**config.mk**
```make
export PLATFORM = sky130hd
export DESIGN_NAME = verificador_disparo
export DESIGN_NICKNAME = d
export VERILOG_FILES = /design/src/rtl/verificador_disparo.sv
export SDC_FILE = /design/constraint.sdc
export NUM_CORES = 1
export LEC_CHECK = 0
export BUFFER_PORTS_ARGS = -buffer_cell sky130_fd_sc_hd__buf_2
export CAP_MARGIN = 15
export CORE_ASPECT_RATIO = 1.5
export CORE_MARGIN = 2
export CORE_UTILIZATION = 60
export DETAILED_ROUTE_END_ITERATION = 10
export PLACE_DENSITY = 0.84
export SKIP_CTS_REPAIR_TIMING = 1
export SYNTH_ARGS = -nofsm -noshare
export SYNTH_HDL_FRONTEND = slang
export SYNTH_SLANG_ARGS = --single-unit
```
**constraint.sdc**
```tcl
create_clock -name clk -period 13.1 [get_ports clk]
set_input_delay 0 -clock clk [delete_from_list [all_inputs] [get_ports clk]]
set_output_delay 0 -clock clk [all_outputs]
set_load 0.02 [all_outputs]
```
**src/rtl/verificador_disparo.sv**
```systemverilog
// Battleship shot checker: loads a 5x7 ship map, judges each fired coordinate and tracks hits/shots.
// Optional shot limit (loss condition) enabled by defining LIMITE_DISPAROS_EN.
module verificador_disparo #(
  parameter int MAX_DISPAROS = 20
) (
  input  logic       clk,
  input  logic       reset_n,
  input  logic       enable,
  input  logic [6:0] mapa0,
  input  logic [6:0] mapa1,
  input  logic [6:0] mapa2,
  input  logic [6:0] mapa3,
  input  logic [6:0] mapa4,
  input  logic [2:0] linha,
  input  logic [2:0] coluna,
  input  logic       disparar,
  output logic       acerto,
  output logic       erro,
  output logic       repetido,
  output logic       invalido,
  output logic [6:0] atingidos0,
  output logic [6:0] atingidos1,
  output logic [6:0] atingidos2,
  output logic [6:0] atingidos3,
  output logic [6:0] atingidos4,
  output logic [5:0] disparos,
  output logic [5:0] restantes,
  output logic       ocupado,
  output logic       fim_jogo,
  output logic       derrota
);

`ifdef LIMITE_DISPAROS_EN
  localparam logic LIMITE_ATIVO = 1'b1;
`else
  localparam logic LIMITE_ATIVO = 1'b0;
`endif
  localparam logic [5:0] LIMITE = 6'(MAX_DISPAROS);

  typedef enum logic [2:0] {OCIOSO, CARREGA, AGUARDA, AVALIA, FIM} estado_t;

  estado_t     estado_q, estado_d;
  logic        disparar_q;
  logic [2:0]  linha_q, linha_d;
  logic [2:0]  coluna_q, coluna_d;
  logic [34:0] atingidos_q, atingidos_d;
  logic [34:0] tentados_q, tentados_d;
  logic [5:0]  disparos_q, disparos_d;
  logic [5:0]  restantes_q, restantes_d;
  logic        acerto_q, acerto_d;
  logic        erro_q, erro_d;
  logic        repetido_q, repetido_d;
  logic        invalido_q, invalido_d;
  logic        fim_q, fim_d;
  logic        derrota_q, derrota_d;

  logic [34:0] mapa_flat;
  logic [5:0]  indice;
  logic [5:0]  total_navios;
  logic [5:0]  disparos_inc;
  logic        borda;

  function automatic logic [5:0] popcount35(input logic [34:0] v);
    logic [5:0] n;
    n = '0;
    for (int i = 0; i < 35; i++) n = n + 6'(v[i]);
    return n;
  endfunction

  // Cell (r,c) lives at bit r*7+c of the flattened map and masks.
  assign mapa_flat    = {mapa4, mapa3, mapa2, mapa1, mapa0};
  assign indice       = 6'(linha_q) * 6'd7 + 6'(coluna_q);
  assign total_navios = popcount35(mapa_flat);
  assign disparos_inc = (disparos_q == 6'd63) ? 6'd63 : disparos_q + 6'd1;
  assign borda        = disparar & ~disparar_q;

  always_comb begin
    estado_d    = estado_q;
    linha_d     = linha_q;
    coluna_d    = coluna_q;
    atingidos_d = atingidos_q;
    tentados_d  = tentados_q;
    disparos_d  = disparos_q;
    restantes_d = restantes_q;
    acerto_d    = 1'b0;
    erro_d      = 1'b0;
    repetido_d  = 1'b0;
    invalido_d  = 1'b0;
    fim_d       = fim_q;
    derrota_d   = derrota_q;

    if (!enable) begin
      estado_d  = OCIOSO;
      fim_d     = 1'b0;
      derrota_d = 1'b0;
    end else begin
      case (estado_q)
        OCIOSO: estado_d = CARREGA;
        CARREGA: begin
          restantes_d = total_navios;
          atingidos_d = '0;
          tentados_d  = '0;
          disparos_d  = '0;
          derrota_d   = 1'b0;
          fim_d       = (total_navios == 6'd0);
          estado_d    = (total_navios == 6'd0) ? FIM : AGUARDA;
        end
        AGUARDA: begin
          if (borda) begin
            linha_d  = linha;
            coluna_d = coluna;
            estado_d = AVALIA;
          end
        end
        AVALIA: begin
          estado_d = AGUARDA;
          if (linha_q > 3'd4 || coluna_q > 3'd6) begin
            invalido_d = 1'b1;
          end else if (tentados_q[indice]) begin
            repetido_d = 1'b1;
          end else begin
            tentados_d[indice] = 1'b1;
            disparos_d         = disparos_inc;
            if (mapa_flat[indice]) begin
              acerto_d            = 1'b1;
              atingidos_d[indice] = 1'b1;
              restantes_d         = restantes_q - 6'd1;
              if (restantes_q == 6'd1) begin
                fim_d    = 1'b1;
                estado_d = FIM;
              end
            end else begin
              erro_d = 1'b1;
            end
            // A shot that sinks the last ship wins even if it also reaches the limit.
            if (LIMITE_ATIVO && disparos_d == LIMITE && restantes_d != 6'd0) begin
              derrota_d = 1'b1;
              estado_d  = FIM;
            end
          end
        end
        FIM:     estado_d = FIM;
        default: estado_d = OCIOSO;
      endcase
    end
  end

  always_ff @(posedge clk or negedge reset_n) begin
    if (!reset_n) begin
      estado_q    <= OCIOSO;
      disparar_q  <= 1'b0;
      linha_q     <= '0;
      coluna_q    <= '0;
      atingidos_q <= '0;
      tentados_q  <= '0;
      disparos_q  <= '0;
      restantes_q <= '0;
      acerto_q    <= 1'b0;
      erro_q      <= 1'b0;
      repetido_q  <= 1'b0;
      invalido_q  <= 1'b0;
      fim_q       <= 1'b0;
      derrota_q   <= 1'b0;
    end else begin
      estado_q    <= estado_d;
      disparar_q  <= disparar;
      linha_q     <= linha_d;
      coluna_q    <= coluna_d;
      atingidos_q <= atingidos_d;
      tentados_q  <= tentados_d;
      disparos_q  <= disparos_d;
      restantes_q <= restantes_d;
      acerto_q    <= acerto_d;
      erro_q      <= erro_d;
      repetido_q  <= repetido_d;
      invalido_q  <= invalido_d;
      fim_q       <= fim_d;
      derrota_q   <= derrota_d;
    end
  end

  assign acerto     = acerto_q;
  assign erro       = erro_q;
  assign repetido   = repetido_q;
  assign invalido   = invalido_q;
  assign atingidos0 = atingidos_q[6:0];
  assign atingidos1 = atingidos_q[13:7];
  assign atingidos2 = atingidos_q[20:14];
  assign atingidos3 = atingidos_q[27:21];
  assign atingidos4 = atingidos_q[34:28];
  assign disparos   = disparos_q;
  assign restantes  = restantes_q;
  assign ocupado    = (estado_q == AVALIA);
  assign fim_jogo   = fim_q;
  assign derrota    = derrota_q;

endmodule

```
==> results.md, run 1 <==
- Status: finished, final reports clean
- Row count: 45
- Sequential fraction of the synthesis area: 0.400
- Share of cells above drive strength 1: 0.199
- Die area: 11000 um2
- Clock transition at the registers of the reported paths: 60 ps
- Register Area: 2430 um2
- Core footprint: 9970 um2
- Worst Path Required: 13340 ps
- Sum Neg Setup Slack: 0 ps
- # DRC: 0
- Least-Margin Pin Slew: 1190 ps
- TritonCTS Buffers: 9
- Total GRT Usage: 0.293
- Iteration-0 DRC count of the detailed router: 590
- Antenna violations before repair: 0
- Max clock buf depth: 2
- Syn Area/Cell: roughly 9.4 um2
- Synth top cells by count: 97 x dfrtp_1, 83 x inv_1, 77 x nand2_1
- Layout fillers: 723
- Syn Std Cell Area: 6080 um2
- RSZ-0062 raised after global routing: false
- Crit path launch type: flop
- Flops & latches, synth: 97
- PortBufs: between 90 and 100
- Multi-input gate area: 3180 um2
- Hold Vio Cnt, Final: 0
- Synth-to-layout area growth: 15.0%
- Yosys warning count: 0
- CTS sink count: 97
- IO Count: 99
- Critical Path AT: 5530 ps
- H-tree depth: 3
- Most frequent cell after synthesis: dfrtp_1
- Vias in the first global route: 5323
- Die Span X: around 86 um
- Synth top area share: 0.400
- Max Fclk: 0.189 GHz
- Worst rel slew slack: 0.202
- Top post-synthesis cells by area: dfrtp_1 40%, fa_1 9.9%, inv_1 5.1%, nand2_1 4.8%, ha_1 4.3%
- Initial core utilization: 0.610
- Final ANT Viol Nets: 0
- Syn Inst Count: approximately 650
- Post-Route WL: 15400 um
- Maximum fanout along the worst path: 25
- Final Critical Period: 5300 ps
- Max-Cap Viols: 0
- Dpl hpwl: 11400 um
- WS Path Type: flop to flop
- Root Driver: clkbuf_16
- Grt ovf: 0
- Top FF cell, synth: dfrtp_1
- Dominant cell type by area after synthesis: dfrtp_1
- # setup viols final: 0
- DRT Pass-1 Iters: 5
- Vias: 5282
- GPL Wtd Cong: 0.916
- Clk Latency, worst-skew pair: 350 ps
- Synth Net Count: 742
- Vias/cell: approximately 6
- Pin count of the biggest net entering global routing: 76
- Distinct cell type count after synthesis: 58
- Max-slew violations: 0
- Antenna diodes: 0
- Synth async-reset ratio: 1.00
- Fin nets: 836
- EDFF count, synth: 0
- First-pass GRT wire length: between 20000 and 30000 um
- Tcrit/Tclk final: 0.404
- Die H: between 100 and 150 um
- Worst Hold Class: input port to async pin
- CP Capture Type: flop
- Worst Skew: ~9.4 ps
- Routed wire per std cell: 17.8 um
- CTS tree: built
flip-flops by register name, summed over array words and instances (netlist names), 3 cells and up:
register,count
atingidos_q,35
tentados_q,35
disparos,6
restantes,6
coluna_q,3
estado_q,3
linha_q,3
cell families (layout without fill, tap and decap cells):
kind of cell	count (synthesis)	after routing	synth area share
buffers and inverters	115	214	0.0772
and+or+nand+nor	210	210	0.160
adders and majority gates	51	51	0.142
other	1	1	0.000617
DFF	97	97	0.400
AOI/OAI and AO/OA	141	141	0.149
muxes	24	24	0.0616
xor gates and xnor gates	7	7	0.0101
final cells by class:
class,count,area share
Clock buffer,10,0.0328
Sequential cell,97,0.348
Multi-Input combinational cell,434,0.456
Inverter,83,0.0446
Tap cell,117,0.0210
Clock inverter,6,0.00609
Timing Repair Buffer,115,0.0924
per-layer routing:
layer / up-vias / routed length, um / track usage
met4: 0 / 929 / 0.186
met1: 2529 / 5780 / 0.347
met3: 73 / 999 / 0.0439
met2: 295 / 7660 / 0.493
li1: 2385 / - / -
met5: - / 0 / 0
path summary, 6_finish.rpt:
path                            startpoint               to  slack (ps)  cells past startpoint
max                             linha_q[1]  atingidos_q[31]        7800                     11
min                                reset_n      coluna_q[1]          80                      2
max reg2reg                     linha_q[1]  atingidos_q[31]        7800                     11
min reg2reg                atingidos_q[28]  atingidos_q[28]         480                      2
max in group asynchronous          reset_n     restantes[4]       11780                      3
min in group clk                  mapa0[4]     restantes[0]         260                      5
placed cells by master (no fill, tap or decap), drive strengths merged, types with 3 or more instances in the layout:
master / n
buf: 106
dfrtp: 97
inv: 84
nand2: 77
nor2: 55
o21ai: 44
a21oi: 39
fa: 30
ha: 21
nand3: 20
a31oi: 14
nor3: 11
mux4: 10
clkbuf: 10
nor4: 9
dlygate4sd3: 9
o31ai: 8
nand2b: 7
mux2: 7
mux2i: 7
nand4: 7
nor2b: 5
and3: 5
a211oi: 4
nor3b: 4
or3: 4
xnor2: 4
o22ai: 4
o211ai: 4
xor2: 3
o2111ai: 3
clkinv: 3
stage by stage:
| stage | hold WS (ps) | instances | cell area [um2] | util | worst slack (ps) |
|---|---|---|---|---|---|
| finish | 84.8 | 862 | 6980 | 0.701 | 7800 |
| CTS | -461 | 853 | 6890 | 0.692 | 7830 |
| detailed placement | -95.2 | 837 | 6620 | 0.665 | 7890 |
| global route | 114 | 862 | 6980 | 0.701 | 7480 |
| global placement | -100 | 837 | 6620 | 0.665 | 8070 |
| floorplan | -296 | 646 | 6080 | - | 8550 |
critical path: stages, from the launching register on:
cell	delay (ps)
dfrtp_1	460
fa_1	530
inv_1	50
fa_1	500
fa_1	1170
mux4_2	590
mux2_2	290
a21oi_1	190
nand4_1	250
nand4_2	240
o2111ai_1	490
o21ai_0	410
Power of run 1 is not shown: default switching activity piles up to over one toggle a cycle in this logic, so the estimate is an artifact.
==> inputs of run 2 (changes only) <==
- CORE_UTILIZATION: 60 -> 52
- PLACE_DENSITY: 0.84 -> 0.77
- clock period: 13.1 -> 4.4 ns (I/O delays scaled with it)
==> run 2 against run 1 <==
Against the previous run: via count grew 3.8%; flip-flop and latch count unchanged; clock skew fell by 3.4 ps; highest routed layer unchanged; critical endpoint is now restantes[1]; global-route usage is 3.4 points lower.
==> results.md, run 2 (synthesis results as in run 1) <==
- Status: finished, final reports clean (unchanged)
- IO Count: 99 (unchanged)
- Antenna diodes: 0 (unchanged)
- Vias: 5481 (was 5282)
- Die Span X: 92.3 um (was 86.2 um)
- Critical Path AT: 4660 ps (was 5530 ps)
- DRT Pass-1 Iters: 5 (unchanged)
- Row count: 48 (was 45)
- Max-Cap Viols: 0 (unchanged)
- Max Fclk: 0.228 GHz (was 0.189 GHz)
- Maximum fanout along the worst path: 4 (was 25)
- CP Capture Type: flop (unchanged)
- Final ANT Viol Nets: 0 (unchanged)
- Least-Margin Pin Slew: 1150 ps (was 1190 ps)
- Initial core utilization: 0.530 (was 0.610)
- Crit path launch type: flop (unchanged)
- # DRC: 0 (unchanged)
- GPL Wtd Cong: 0.938 (was 0.916)
- CTS tree: built (unchanged)
- Worst rel slew slack: 0.223 (was 0.202)
- CTS sink count: 97 (unchanged)
- Worst Skew: 5.95 ps (was 9.36 ps)
- Grt ovf: 0 (unchanged)
- First-pass GRT wire length: 25500 um (was 25100 um)
- PortBufs: 97 (unchanged)
- Dpl hpwl: 12200 um (was 11400 um)
- WS Path Type: flop to flop (unchanged)
- Root Driver: clkbuf_16 (unchanged)
- Worst Path Required: 4680 ps (was 13340 ps)
- Max clock buf depth: 2 (unchanged)
- Fin nets: 891 (was 836)
- Vias in the first global route: 5382 (was 5323)
- Commonest non-fill, non-tap cell in the layout: dfrtp_1 (unchanged)
- TritonCTS Buffers: 9 (unchanged)
- Clock transition at the registers of the reported paths: 60 ps (about the same)
- RSZ-0062 raised after global routing: true (was false)
- Synth-to-layout area growth: 26.4% (was 15.0%)
- Clk Latency, worst-skew pair: 350 ps (about the same)
- Core footprint: 11500 um2 (was 9970 um2)
- Total GRT Usage: 0.259 (was 0.293)
- Die H: 136 um (was 127 um)
- H-tree depth: 3 (unchanged)
- Die area: 12600 um2 (was 11000 um2)
- Antenna violations before repair: 0 (unchanged)
- # setup viols final: 0 (unchanged)
- Post-Route WL: 16400 um (was 15400 um)
- Iteration-0 DRC count of the detailed router: 361 (was 590)
- Tcrit/Tclk final: 0.995 (was 0.404)
- Hold Vio Cnt, Final: 0 (unchanged)
- Largest regs: atingidos_q (35), tentados_q (35) (unchanged)
- Worst Hold Class: input port to async pin (unchanged)
- Pin count of the biggest net entering global routing: 51 (was 76)
- Routed wire per std cell: 17.3 um (was 17.8 um)
- Max-slew violations: 0 (unchanged)
- Share of cells above drive strength 1: 0.289 (was 0.199)
- Commonest cells after routing, fill and taps aside: 97 x dfrtp_1, 93 x buf_2, 77 x nand2_1, 73 x inv_1, 58 x buf_4 (was 97 x dfrtp_1, 96 x buf_2, 83 x inv_1, 77 x nand2_1, 54 x nor2_1)
- Sum Neg Setup Slack: 0 ps (unchanged)
- Vias/cell: 5.78 (was 6.13)
- Final Critical Period: 4380 ps (was 5300 ps)
run 2: changes by cell type in the layout (fill, tap and decap cells not counted), moves of 4 or more:
cell | previous run | this run
o21ai_1 | 8 | 15
o31ai_2 | 0 | 4
o21ai_0 | 35 | 28
buf_4 | 10 | 58
inv_1 | 83 | 73
buf_6 | 0 | 7
a21oi_1 | 39 | 35
o31ai_1 | 8 | 4
inv_2 | 0 | 9
run 2: worst paths after layout:
| check | from | end | slack, ps | depth (start not counted) |
|---|---|---|---|---|
| worst min-delay path | reset_n | linha_q[1] | 200 | 2 |
| max in group asynchronous | reset_n | atingidos_q[2] | 3150 | 3 |
| worst max-delay path | linha_q[2] | restantes[1] | 20 | 12 |
| min in group clk | disparar | disparar_q | 320 | 2 |
| worst min register to register | atingidos_q[4] | atingidos_q[4] | 470 | 2 |
| worst max register to register | linha_q[2] | restantes[1] | 20 | 12 |
run 2: area by class of cell:
cell class	count	area (um2)
clock buffers	11	233
clock inverters	3	67.6
fillers	897	3790
inverters	83	314
multi-input cells	434	3340
flip-flops and latches	97	2430
well taps	150	188
repair buffers	170	1110
run 2: through the flow:
stage                     cell area, um2  hold slack [ps]  worst slack [ps]  cells  utilization
after detailed placement            7020             49.0              -347    914        0.612
final                               7680              204              22.3    948        0.670
after CTS                           7320             -315              -167    928        0.638
after global placement              7020             37.0              -295    914        0.612
after floorplan                     6100             -296             -11.7    646            -
after global routing                7680              269              -134    948        0.670
run 2: metal layers:
layer	global-route usage	vias up	share of wire
met5	0	-	0
met4	0.151	0	0.048
met3	0.0388	55	0.050
met2	0.462	241	0.53
met1	0.292	2682	0.37
li1	-	2503	-
run 2: worst max-delay path, cell delays in order (launching register included):
cell and delay (ps):
dfrtp_1 410, fa_1 560, inv_2 40, fa_1 490, fa_2 650, mux4_2 520, mux2_4 300, a21oi_4 170
nand4_1 230, a41oi_4 370, buf_6 140, a21boi_4 230, mux2i_1 200
Power of run 2 is left out for the same reason.
==> inputs of run 3 (changes only) <==
- GPL_TIMING_DRIVEN: unset -> 0
==> run 3 against run 2 <==
Against the previous run: the flow now finishes with violations (negative setup slack); largest cell class unchanged; cell count decreased by 2.0%; via count fell by 1.4%; fmax shrank 0.75%; critical path type is now input port to flop.
==> results.md, run 3 (synthesis results as in run 1) <==
- Worst Hold Class: input port to async pin (unchanged)
- Root Driver: clkbuf_16 (unchanged)
- Layout fillers: 961 (was 897)
- Fin nets: 873 (was 891)
- Max Fclk: 0.227 GHz (was 0.228 GHz)
- Antenna violations before repair: 0 (unchanged)
- Critical Path AT: 4650 ps (was 4660 ps)
- GR Util met3: 0.0438 (was 0.0388)
- Cell area after layout: 7400 um2 (was 7680 um2)
- Dpl hpwl: 12300 um (was 12200 um)
- Clk Latency, worst-skew pair: 340 ps (was 350 ps)
- Routed wire per std cell: 17.2 um (was 17.3 um)
- CP Capture Type: flop (unchanged)
- Placed cell areas: 6830 um2 (was 7020 um2)
- Worst setup margin: -10.6 ps (was 22.3 ps)
- Grt ovf: 0 (unchanged)
- Iteration-0 DRC count of the detailed router: 391 (was 361)
- # setup viols final: 1 (was 0)
- Antenna diodes: 0 (unchanged)
- Die Span X: 92.3 um (unchanged)
- Pin count of the biggest net entering global routing: 52 (was 51)
- Hold Vio Cnt, Final: 0 (unchanged)
- Row count: 48 (unchanged)
- Commonest non-fill, non-tap cell in the layout: buf_2 (was dfrtp_1)
- Clock transition at the registers of the reported paths: 60 ps (about the same)
- CTS sink count: 97 (unchanged)
- Worst Skew: 7.36 ps (was 5.95 ps)
- Max clock buf depth: 2 (unchanged)
- Crit path max-delay family: adder cells (unchanged)
- Commonest cells after routing, fill and taps aside: 104 x buf_2, 94 x dfrtp_1, 77 x nand2_1, 76 x inv_1, 54 x nor2_1 (was 97 x dfrtp_1, 93 x buf_2, 77 x nand2_1, 73 x inv_1, 58 x buf_4)
- Largest regs: atingidos_q (35), tentados_q (35) (unchanged)
- Final ANT Viol Nets: 0 (unchanged)
- Failing checks: negative setup slack
- Status: complete, but fails checks (was finished, final reports clean)
- Vias: 5407 (was 5481)
- WS Path Type: input port to flop (was flop to flop)
- TritonCTS Buffers: 9 (unchanged)
- GPL Wtd Cong: 0.962 (was 0.938)
- Crit path launch type: input port (was flop)
- Core footprint: 11500 um2 (unchanged)
- # DRC: 0 (unchanged)
- Hold_ws: 222 ps (was 204 ps)
- Max-slew violations: 0 (unchanged)
- IO Count: 99 (unchanged)
- PortBufs: 97 (unchanged)
- CP bufs+invs: 3 (was 2)
- Most common cell on crit path: fa_1 (unchanged)
- RSZ-0062 raised after global routing: true (unchanged)
- Most used routing layer in global routing: met2 (unchanged)
- Cell Chain, Critical Path: buf_6, fa_1, inv_1, fa_1, fa_1, fa_1, fa_1, fa_1, inv_1, fa_2, nor4b_4, nand2_1, nor4_4, a21oi_2, o32ai_1 (was fa_1, inv_2, fa_1, fa_2, mux4_2, mux2_4, a21oi_4, nand4_1, a41oi_4, buf_6, a21boi_4, mux2i_1)
- Total GRT Usage: 0.262 (was 0.259)
- Least-Margin Pin Slew: 1270 ps (was 1150 ps)
- Synth-to-layout area growth: 21.7% (was 26.4%)
- Vias in the first global route: 5384 (was 5382)
- Critical Path Slowest Stage Cell: fa_1 (was fa_2)
- Worst rel slew slack: 0.143 (was 0.223)
- CTS tree: built (unchanged)
- Worst Path Required: 4640 ps (was 4680 ps)
- Max-Cap Viols: 0 (unchanged)
- Share of cells above drive strength 1: 0.249 (was 0.289)
- Grt met1 use: 0.308 (was 0.292)
- Maximum fanout along the worst path: 3 (was 4)
- Layout Utilization: 0.645 (was 0.670)
- Vias/cell: 5.82 (was 5.78)
- Post-Route WL: 16000 um (was 16400 um)
- H-tree depth: 3 (unchanged)
- Crit-path max cell delay: 540 ps (was 650 ps)
- Initial core utilization: 0.530 (unchanged)
- Final Critical Period: 4410 ps (was 4380 ps)
- Die area: 12600 um2 (unchanged)
- Die H: 136 um (unchanged)
- Tcrit/Tclk final: 1.00 (was 0.995)
- DRT Pass-1 Iters: 5 (unchanged)
- First-pass GRT wire length: 25900 um (was 25500 um)
- Met2 usage: 0.462 (about the same)
[run 3: worst reg2reg max path, stage by stage (launching register included)]
cell and delay [ps]:
dfrtp_2 420, fa_1 530, inv_1 50, fa_1 470
fa_1 520, buf_6 140, mux4_2 510, mux2_4 300
a21oi_4 140, nand4_1 180, buf_4 210, a41oi_4 300
a21boi_4 320, mux2i_1 200
[run 3: layout make-up]
type                    count  area (um2)  share of cell area
plain buffers              32         171              0.0232
clock buffers              12         246              0.0333
clock inverters             1        5.00            0.000677
inverters                  83         312              0.0421
multi-input cells         434        3320               0.448
flip-flops and latches     97        2430               0.329
well taps                 150         188              0.0254
repair buffers            120         727              0.0983
[run 3: metal layers]
layer,share of wire,vias to the layer above,wire length [um]
li1,-,2456,-
met1,0.37,2630,5970
met2,0.52,271,8260
met3,0.063,50,1020
met4,0.048,0,771
met5,0,-,0
[run 3: final timing paths]
| path | to | slack [ps] | cells past startpoint | startpoint |
|---|---|---|---|---|
| worst min-delay path | linha_q[2] | 220 | 2 | reset_n |
| max in group asynchronous | invalido | 3520 | 3 | reset_n |
| worst max register to register | restantes[1] | 50 | 13 | linha_q[0] |
| worst min register to register | atingidos_q[28] | 480 | 2 | atingidos_q[28] |
| min in group clk | disparar_q | 330 | 2 | disparar |
| worst max-delay path | estado_q[2] | -10 | 15 | mapa3[0] |
[run 3: per-stage QoR]
| step | std cells | worst slack [ps] | setup TNS, ps |
|---|---|---|---|
| finish | 929 | -10.6 | -10.6 |
| global route | 929 | -181 | -1280 |
| CTS | 910 | -284 | -6230 |
| detailed placement | 897 | -503 | -7350 |
| global placement | 893 | -368 | -5380 |
| floorplan | 646 | -11.7 | -14.4 |
Power of run 3 is left out for the same reason.
